File: src/rtl/seq_recursive_mul8.sv
// Sequential 8x8 unsigned multiplier built from one shared 2x2 digit core.
// Sixteen digit products are accumulated one per cycle; APPROX selects the digit rule.
module seq_recursive_mul8 #(
  parameter int unsigned APPROX = 1
) (
  input  logic        clk,
  input  logic        rst_n,
  input  logic        in_valid,
  output logic        in_ready,
  input  logic [7:0]  a,
  input  logic [7:0]  b,
  output logic        out_valid,
  input  logic        out_ready,
  output logic [15:0] product
);

  typedef enum logic [1:0] {StIdle, StBusy, StDone} state_e;

  state_e      state_q, state_d;
  logic [3:0]  step_q, step_d;
  logic [7:0]  a_q, a_d;
  logic [7:0]  b_q, b_d;
  logic [15:0] acc_q, acc_d;

  logic [1:0]  dig_a, dig_b;
  logic [3:0]  pp;
  logic [2:0]  weight;
  logic [15:0] pp_shifted;

  // Step k pairs a-digit k[1:0] with b-digit k[3:2].
  always_comb begin
    dig_a      = a_q[{step_q[1:0], 1'b0} +: 2];
    dig_b      = b_q[{step_q[3:2], 1'b0} +: 2];
    weight     = {1'b0, step_q[1:0]} + {1'b0, step_q[3:2]};
    pp_shifted = {12'd0, pp} << {weight, 1'b0};
  end

  generate
    if (APPROX != 0) begin : g_approx
      // Drops the carry out of the middle column, so 3x3 gives 7.
      assign pp = {1'b0,
                   dig_a[1] & dig_b[1],
                   (dig_a[0] & dig_b[1]) | (dig_a[1] & dig_b[0]),
                   dig_a[0] & dig_b[0]};
    end else begin : g_exact
      assign pp = {2'b00, dig_a} * {2'b00, dig_b};
    end
  endgenerate

  always_comb begin
    state_d = state_q;
    step_d  = step_q;
    a_d     = a_q;
    b_d     = b_q;
    acc_d   = acc_q;
    unique case (state_q)
      StIdle: begin
        if (in_valid) begin
          a_d     = a;
          b_d     = b;
          acc_d   = 16'd0;
          step_d  = 4'd0;
          state_d = StBusy;
        end
      end
      StBusy: begin
        acc_d  = acc_q + pp_shifted;
        step_d = step_q + 4'd1;
        if (step_q == 4'd15) begin
          state_d = StDone;
        end
      end
      StDone: begin
        if (out_ready) begin
          state_d = StIdle;
        end
      end
      default: state_d = StIdle;
    endcase
  end

  always_ff @(posedge clk or negedge rst_n) begin
    if (!rst_n) begin
      state_q <= StIdle;
      step_q  <= 4'd0;
      a_q     <= 8'd0;
      b_q     <= 8'd0;
      acc_q   <= 16'd0;
    end else begin
      state_q <= state_d;
      step_q  <= step_d;
      a_q     <= a_d;
      b_q     <= b_d;
      acc_q   <= acc_d;
    end
  end

  assign in_ready  = (state_q == StIdle);
  assign out_valid = (state_q == StDone);
  assign product   = acc_q;

endmodule

File: config.mk
export PLATFORM = sky130hd
export DESIGN_NAME = seq_recursive_mul8
export DESIGN_NICKNAME = d
export VERILOG_FILES = /design/src/rtl/seq_recursive_mul8.sv
export SDC_FILE = /design/constraint.sdc
export NUM_CORES = 1
export LEC_CHECK = 0
export ABC_AREA = 1
export CAP_MARGIN = 0
export CORE_MARGIN = 5
export CORE_UTILIZATION = 40
export DETAILED_ROUTE_END_ITERATION = 8
export PLACE_DENSITY = 0.68
export SYNTH_ARGS = -nofsm -noshare
export SYNTH_HDL_FRONTEND = slang
export SYNTH_SLANG_ARGS = --single-unit
File: constraint.sdc
create_clock -name clk -period 7.2 [get_ports clk]
set_input_delay 1.44 -clock clk [delete_from_list [all_inputs] [get_ports clk]]
set_output_delay 1.44 -clock clk [all_outputs]
set_load 0.02 [all_outputs]
==> results.yml, run 1 <==
floorplan:
  die_y_um: 90.8
  io_pins: 38
  rows: 29
  fp.coreArea_um2: 6350
  dieArea_um2: 8240
  start_util_pct: 41.1
  die_w_um: 90.8
pwr:
  powerDensity_nw_per_um2: 450
  peakVddDrop_mv: 0.241
  sequentialPowerShare_pct: 26.1
  leakagePower_uw: 0.00156
  clockPowerShare_pct: 15.5
  p_sw_uw: 678
  finalPower_uw: 1420
  p_comb_share_pct: 58.4
  internal_power_uw: 742
  netSwitchingFraction_pct: 47.8
final_layout:
  syn2layout_area_growth_pct: 20.9
  drive_above_1_share_pct: 6.35
  finish.instance_area_um2: 3150
  num-nets-final: 432
  post-route-util_pct: 49.7
  diodes: 0
min_path:
  hp-start: "product[6]"
  hold_path_depth: 2
  min_to: "product[6]"
  hold_class: "register to register"
timing:
  fin_crit_sh_pct: 44.4
  slew_violations: 0
  rsz0062_at_grt: "no"
  worst_pin_slew_ns: 0.850
  finalSetupTns_ns: 0
  min_period_ns: 3.20
  skew_ns: 0.00525
  setup_viol: 0
  relSlewSlack_pct: 43.4
  fmax_mhz: 312
  hold_violations: 0
clock_tree:
  cts_buffers: 5
  cts_setup_buffers: 0
  ctsHoldBuffers: 0
  ctsLongestPathBuffers: 2
  clock_sinks: 38
  tritoncts: "built"
  htree_levels: 2
  post_cts_resized: 0
  clockRootBuffer: "clkbuf_8"
  clk_latency_ns: 0.29
  clk_pin_slew_worst_paths_ns: 0.08
synthesis:
  ys_types: 36
  synth_top_cell_by_area: "dfrtp_1"
  synth-seq-cells: 38
  synth_area_per_cell_um2: 7.31
  yosysMostFrequentCell: "nand2_1"
  synth_top_area_share_pct: 36.4
  synth_area_leaders: "dfrtp_1 36%, nand2_1 15%, ha_1 8.1%"
  synth_edf_count: 0
  synth_ff_type: "dfrtp_1"
  async_reset_ff_share_pct: 100
  syn-num-nets: 396
  synth-seq-area-share_pct: 36.4
  yosys-top-cells-count: "106 x nand2_1, 38 x dfrtp_1, 34 x inv_1, 34 x o21ai_0, 32 x nor2_1"
  syn_area_um2: 2610
  synthCells: 357
  yosys_warnings: 0
placement:
  portBuffers: 37
  gp_congestion: 0.967
  dp_hpwl_mm: 4.52
  place_area_um2: 3020
grt:
  grt_max_degree: 39
  grt_first_pass_wirelength_mm: 10.6
  antenna_found_initial: 0
  globalRouteOverflowTotal: 0
  grt_pass1_vias: 2342
  grt_usage_pct: 15.2
drt:
  via_per_inst: 5.13
  postRouteAntennaNets: 0
  dr_total_vias: 2416
  drt_iter0_markers: 205
  routed_wirelength_mm: 6.11
  dr.pass1.iters: 4
  avgRoutedWirePerCell_um: 13.0
  drc: 0
job:
  maxCapViolations: 0
run_status:
  outcome: "completed"
worst_setup_path:
  cp-start-kind: "register"
  end_kind: "register"
  worstPathCellList: "ha_1, inv_1, fa_1, inv_1, nand3_1, nor2_1, ha_1, inv_1, nor3_1, nor3b_1, nand2_1, nand2b_1, nand3_1, nand3_1, nand2_1"
  crit_type: "register to register"
  cp-startpoint: "step_q[0]"
  arrival_ns: 3.38
  critPathRequiredTime_ns: 7.38
  r2r-start: "step_q[0]"
  crit_slowest_cell: "fa_1"
  r2r_slack_ns: 4.00
  worstRegToRegCells: 15
  worstPathMaxFanout: 10
  critical_path.max_stage_delay_ns: 0.61
  r2r-end: "product[15]"
==> cells by family (layout without fill, tap and decap cells) <==
logic type	Yosys count	in the layout	share of synthesized area (%)
AOI/OAI and AO/OA	72	72	15.8
xor gates and xnor gates	2	2	0.671
adders and majority gates	19	19	9.68
buffers and inverters	47	84	7.81
DFF	38	38	36.4
and+or+nand+nor	179	179	29.6
==> critical path, delay by kind of cell (launching register included) <==
family,cells,cell delay (ns)
fa+ha+maj,3,1.16
simple gates,9,1.14
buf+inv,3,0.27
flops,1,0.52
==> area by class of cell <==
cell class	instances	area, um2
Timing Repair Buffer	37	365
Inverter	39	149
Clock buffer	5	68.8
Clock inverter	3	68.8
Sequential cell	38	951
Fill cell	636	3200
Tap cell	77	96.3
Multi-Input combinational cell	272	1460
==> metrics by stage <==
step | setup slack, ns | hold WS, ns | std cells
CTS | 4.05 | 0.530 | 471
floorplan | 4.46 | 0.486 | 357
finish | 4.00 | 0.522 | 471
detailed placement | 4.07 | 0.508 | 463
global placement | 4.04 | 0.508 | 463
global route | 3.72 | 0.551 | 471
==> cell usage in the layout (no fill, tap or decap), types with 4 or more instances in the layout <==
master           Yosys  final
a21o_1               4      4
nand2_1            106    106
nor2_1              32     32
dfrtp_1             38     38
inv_1               34     34
a21oi_1             19     19
clkbuf_8             0      5
nand3_1             26     26
ha_1                17     17
o21ai_1              6      6
clkdlybuf4s50_1      0     36
o21ai_0             34     34
inv_2                4      4
==> worst max path at each step <==
| stage | endpoint | slack (ns) | depth (start not counted) |
|---|---|---|---|
| 2_1_floorplan | product[6] | 4.46 | 14 |
| 4_1_cts | product[15] | 4.05 | 15 |
| 5_1_grt | product[10] | 3.72 | 16 |
| 3_5_place_dp | product[6] | 4.07 | 14 |
| 6_report | product[15] | 4.00 | 15 |
| 3_3_place_gp | product[6] | 4.04 | 14 |
==> power by group through the flow <==
stage | Combinational [uW] | Clock [uW] | Sequential (uW)
floorplan | 597 | 0 | 392
global placement | 815 | 0 | 374
detailed placement | 822 | 0 | 375
CTS | 834 | 228 | 372
global route | 934 | 233 | 381
finish | 829 | 221 | 371
==> sequential cells by signal (all words and copies together), names as in the netlist <==
name and flops:
product 16, b_q 8, a_q 8, step_q 4, state_q 2
==> routing by layer <==
layer	up-vias	part of all wire [%]	global-route usage, %
met3	16	4.7	2.92
met5	-	0	0
met1	1091	48	20.1
li1	1239	-	-
met4	0	2.2	5.62
met2	70	45	24.6
(Power assumes the default switching activity.)
==> run 2, diff against run 1 <==
--- a/config.mk
+++ b/config.mk
@@ -10,7 +10,7 @@
 export CORE_MARGIN = 5
 export CORE_UTILIZATION = 40
 export DETAILED_ROUTE_END_ITERATION = 8
-export PLACE_DENSITY = 0.68
+export PLACE_DENSITY = 0.7
 export SYNTH_ARGS = -nofsm -noshare
 export SYNTH_HDL_FRONTEND = slang
 export SYNTH_SLANG_ARGS = --single-unit
==> constraint.sdc (replaced) <==
create_clock -name clk -period 2.8 [get_ports clk]
set_input_delay 0.56 -clock clk [delete_from_list [all_inputs] [get_ports clk]]
set_output_delay 0.56 -clock clk [all_outputs]
set_load 0.02 [all_outputs]
==> run 2 against run 1 <==
Against the previous run:
- the flow now finishes with violations (negative setup slack)
- maximum frequency increased by 12%
- non-clock buffer count grew 30
- setup slack worse by 4.1 ns
- worst hold slack got worse by 0.15 ns
- sequential cell count unchanged
- largest cell class unchanged
- critical path type unchanged
- global-route usage is 1.2 points higher
- clock-buffer cell count up 1
- sequential power rose to 2.5 times the previous value
- first-iteration DRC count is 26% higher
- largest power group unchanged
- die area did not move
- register-to-register slack worse by 4.1 ns
==> results.yml, run 2 (synthesis gave the netlist of run 1 again) <==
clock_tree:
  htree_levels: 2
  ctsHoldBuffers: 0
  clk_latency_ns: 0.30
  cts_buffers: 5
  clockRootBuffer: "clkbuf_8"
  clock_sinks: 38
  tritoncts: "built"
  ctsLongestPathBuffers: 2
  clk_pin_slew_worst_paths_ns: 0.09
worst_setup_path:
  r2r-start: "step_q[0]"
  cp-startpoint: "step_q[0]"
  cp-start-kind: "register"
  worstPathMaxFanout: 5
  worstPathCellList: "ha_2, inv_2, fa_2, nand2_2, nor2_2, ha_2, fa_2, nand3_2, nand2_4, nand2_4, a31oi_4, nand3_1, nand2_1, nand2_1, nand2_1, o21ai_1"
  crit_slowest_cell: "fa_2"
  critPathRequiredTime_ns: 2.99
  arrival_ns: 3.06
  end_kind: "register"
  critical_path.max_stage_delay_ns: 0.62
  crit_type: "register to register"
  cpMostUsedCell: "nand2_1"
job:
  maxCapViolations: 0
final_layout:
  largest_reg_flops: 16
  num-nets-final: 462
  final_cells: 501
  diodes: 0
  n_fill_cell: 537
  finish.instance_area_um2: 3620
  final_cell_mix: "96 x nand2_1, 38 x dfrtp_1, 36 x clkdlybuf4s50_1"
  mostFrequentLayoutCell: "nand2_1"
  syn2layout_area_growth_pct: 38.5
  drive_above_1_share_pct: 26.2
timing:
  hold_violations: 0
  setup_slack_ns: -0.0605
  skew_ns: 0.00741
  setup_viol: 2
  min_period_ns: 2.86
  worst_pin_slew_ns: 0.870
  fin_crit_sh_pct: 102
  relSlewSlack_pct: 42.0
  slew_violations: 0
  rsz0062_at_grt: "yes"
  fmax_mhz: 350
floorplan:
  fp.coreArea_um2: 6350
  die_w_um: 90.8
  die_y_um: 90.8
  rows: 29
  dieArea_um2: 8240
  start_util_pct: 41.1
  io_pins: 38
grt:
  grt_max_degree: 39
  grt_first_pass_wirelength_mm: 11.4
  antenna_found_initial: 0
  grt_usage_pct: 16.4
  grt_pass1_vias: 2473
  globalRouteOverflowTotal: 0
drt:
  dr.pass1.iters: 5
  dr_total_vias: 2691
  via_per_inst: 5.37
  drc: 0
  postRouteAntennaNets: 0
  avgRoutedWirePerCell_um: 14.5
  routed_wirelength_mm: 7.25
  drt_iter0_markers: 259
min_path:
  hold_class: "input pin to asynchronous set/reset pin"
pwr:
  finalPower_uw: 4310
  leakagePower_uw: 0.00174
  peakVddDrop_mv: 0.796
  powerDensity_nw_per_um2: 1190
run_status:
  violations: "negative setup slack"
  outcome: "complete, but fails checks"
placement:
  portBuffers: 37
  dp_hpwl_mm: 4.91
  gp_congestion: 0.959
  dpl.cell_count: 483
  place_area_um2: 3170
[run 2: layer usage]
| layer | part of all wire (%) | global-route usage (%) |
|---|---|---|
| met1 | 43 | 23.4 |
| met2 | 48 | 24.6 |
| met3 | 7.7 | 3.25 |
| met4 | 1.8 | 5.87 |
| met5 | 0 | 0 |
[run 2: path summary, 6_finish.rpt]
check,slack (ns),endpoint,cells past startpoint
worst max register to register,-0.06,product[10],16
min in group clk,0.52,b_q[7],2
max in group asynchronous,1.88,product[6],1
worst min-delay path,0.38,a_q[3],1
worst max-delay path,-0.06,product[10],16
worst min register to register,0.52,b_q[7],2
[run 2: layout make-up]
cell class,instances,area (um2),area share (%)
clock inverters,2,12.5,0.346
inverters,39,151,4.19
flip-flops and latches,38,951,26.3
well taps,77,96.3,2.66
clock buffers,6,82.6,2.28
multi-input cells,272,1730,47.8
repair buffers,67,594,16.4
[run 2: through the flow]
stage | setup slack (ns) | hold WS [ns] | utilization, % | setup TNS [ns]
finish | -0.0605 | 0.376 | 56.9 | -0.0818
global route | -0.171 | 0.447 | 56.9 | -0.855
CTS | -0.0175 | 0.419 | 52.3 | -0.0440
detailed placement | -0.100 | 0.509 | 49.9 | -0.337
global placement | -0.0567 | 0.509 | 49.9 | -0.199
floorplan | 0.0614 | 0.264 | - | 0
[run 2: report_power, final]
group	total (uW)	internal, uW	switching (uW)
Sequential	932	788	144
Clock	413	198	215
Combinational	2970	1200	1770
[run 2: worst max-delay path: cells and delay by family, from the launching register on]
family / cells / cell delay, ns
adders and majority gates: 4 / 1.22
DFF: 1 / 0.37
buffers and inverters: 1 / 0.04
and+or+nand+nor: 9 / 0.80
AOI/OAI and AO/OA: 2 / 0.31
[run 2: what timing repair did]
item                                    in CTS  in global routing
endpoints found under the setup margin       4                 12
setup buffers                                2                  8
pin swaps                                    3                 32
endpoints found under the hold margin        0                  0
resized for setup                            9                 70
==> run 3, diff against run 2 <==
--- a/config.mk
+++ b/config.mk
@@ -11,6 +11,7 @@
 export CORE_UTILIZATION = 40
 export DETAILED_ROUTE_END_ITERATION = 8
 export PLACE_DENSITY = 0.7
+export RECOVER_POWER = 100
 export SYNTH_ARGS = -nofsm -noshare
 export SYNTH_HDL_FRONTEND = slang
 export SYNTH_SLANG_ARGS = --single-unit
==> run 3 against run 2 <==
Against the previous run:
- the flow finishes with violations (max-capacitance violations, max-slew violations, negative setup slack)
- wire length barely moved
- non-clock buffer count did not move
- global-route usage unchanged
- maximum frequency up 0.30%
- worst hold slack improved by 0.14 ns
- clock-buffer cell count did not move
- setup slack improved by 0.0086 ns
- via count grew 0.22%
- die area is the same
- sequential power about the same
- combinational power barely moved
==> results.yml, run 3 (synthesis gave the netlist of run 1 again) <==
timing:
  finalSetupTns_ns: -0.0662
  min_period_ns: 2.85
  slew_violations: 39
  relSlewSlack_pct: -40.8
  rsz0062_at_grt: "yes"
  skew_ns: 0.00759
  fin_crit_sh_pct: 102
  hold_violations: 0
  worst_pin_slew_ns: 2.11
  fmax_mhz: 351
  setup_viol: 2
  setup_slack_ns: -0.0519
grt:
  grt_first_pass_wirelength_mm: 11.4
  antenna_found_initial: 0
  globalRouteOverflowTotal: 0
  grt_max_degree: 39
  grt_usage_pct: 16.4
  grt_pass1_vias: 2473
floorplan:
  rows: 29
  die_w_um: 90.8
  die_y_um: 90.8
  io_pins: 38
  dieArea_um2: 8240
  start_util_pct: 41.1
  fp.coreArea_um2: 6350
final_layout:
  mostFrequentLayoutCell: "nand2_1"
  n_fill_cell: 535
  num-nets-final: 462
  largest_reg_flops: 16
  drive_above_1_share_pct: 25.9
  syn2layout_area_growth_pct: 38.5
  multi_input_area_um2: 1730
  final_cells: 501
  regArea_um2: 951
  diodes: 0
  final_cell_mix: "96 x nand2_1, 38 x dfrtp_1, 36 x clkdlybuf4s50_1"
worst_setup_path:
  crit_type: "register to register"
  arrival_ns: 3.05
  cp-startpoint: "step_q[0]"
  cp-start-kind: "register"
  end_kind: "register"
  critPathRequiredTime_ns: 2.99
  r2r-start: "step_q[0]"
  worstPathMaxFanout: 5
pwr:
  leakagePower_uw: 0.00173
  sequentialPowerShare_pct: 21.6
  p_sw_uw: 2130
  powerDensity_nw_per_um2: 1190
  netSwitchingFraction_pct: 49.3
  peakVddDrop_mv: 0.796
  p_comb_share_pct: 68.8
  internal_power_uw: 2190
  finalPower_uw: 4310
  clockPowerShare_pct: 9.6
clock_tree:
  cts_buffers: 5
  htree_levels: 2
  clock_sinks: 38
  clockRootBuffer: "clkbuf_8"
  tritoncts: "built"
  ctsLongestPathBuffers: 2
  clk_pin_slew_worst_paths_ns: 0.09
  clk_latency_ns: 0.30
  ctsHoldBuffers: 0
placement:
  dpl.cell_count: 483
  gp_congestion: 0.959
  dp_hpwl_mm: 4.91
  portBuffers: 37
run_status:
  outcome: "complete, but fails checks"
  violations: "max-capacitance violations, max-slew violations, negative setup slack"
min_path:
  hp-start: "b_q[7]"
  hold_class: "register to register"
drt:
  dr_total_vias: 2697
  drt_iter0_markers: 234
  routed_wirelength_mm: 7.24
  drc: 0
  dr.pass1.iters: 5
  postRouteAntennaNets: 0
  avgRoutedWirePerCell_um: 14.5
  via_per_inst: 5.38
job:
  maxCapViolations: 1
[run 3: cell count changes in the layout (fill, tap and decap cells not counted)]
cell	previous run	this run
buf_2	1	0
clkbuf_1	0	1
[run 3: worst paths after layout]
| path | endpoint | slack, ns | depth (start not counted) |
|---|---|---|---|
| max | product[10] | -0.05 | 16 |
| max in group asynchronous | product[6] | 0.73 | 1 |
| min | b_q[7] | 0.52 | 2 |
| min reg2reg | b_q[7] | 0.52 | 2 |
| max reg2reg | product[10] | -0.05 | 16 |
| min in group asynchronous | a_q[3] | 0.87 | 1 |
[run 3: through the flow]
| step | hold slack (ns) | worst slack (ns) | area [um2] | utilization, % |
|---|---|---|---|---|
| 2_1_floorplan | 0.264 | 0.0614 | 2610 | - |
| 3_3_place_gp | 0.509 | -0.0567 | 3170 | 49.9 |
| 3_5_place_dp | 0.509 | -0.100 | 3170 | 49.9 |
| 4_1_cts | 0.419 | -0.0175 | 3320 | 52.3 |
| 5_1_grt | 0.556 | -0.171 | 3610 | 56.9 |
| 6_report | 0.520 | -0.0519 | 3610 | 56.9 |
[run 3: layout make-up]
type | count | share of cell area (%)
multi-input combinational | 272 | 47.8
clock buffer | 6 | 2.28
sequential | 38 | 26.3
timing repair buffer | 67 | 16.4
tap | 77 | 2.67
clock inverter | 2 | 0.346
inverter | 39 | 4.19
[run 3: timing repair]
action,4_1_cts,5_1_grt
endpoints found under the setup margin,4,12
setup buffers,2,8
pin swaps,3,32
gates resized for setup,9,70
[run 3: critical path: stages, from the launching register on]
cell and delay (ns):
dfrtp_1 0.37, ha_2 0.18, inv_2 0.04, fa_2 0.62, nand2_2 0.09, nor2_2 0.12, ha_2 0.20, fa_2 0.22
nand3_2 0.09, nand2_4 0.10, nand2_4 0.06, a31oi_4 0.24, nand3_1 0.10, nand2_1 0.08, nand2_1 0.07, nand2_1 0.09
o21ai_1 0.06
[run 3: power groups by stage]
stage | Combinational (uW) | Sequential [uW] | Clock [uW]
after global placement | 2280 | 931 | 0
after CTS | 2420 | 925 | 418
after global routing | 3250 | 958 | 442
after detailed placement | 2320 | 934 | 0
final | 2970 | 932 | 413
after floorplan | 1540 | 1010 | 0
[run 3: per-layer routing]
metal / up-vias / part of all wire, % / GRT usage, %
met5: - / 0 / 0
met3: 21 / 6.9 / 3.25
met1: 1260 / 44 / 23.4
li1: 1305 / - / -
met4: 0 / 2.0 / 5.87
met2: 111 / 47 / 24.6
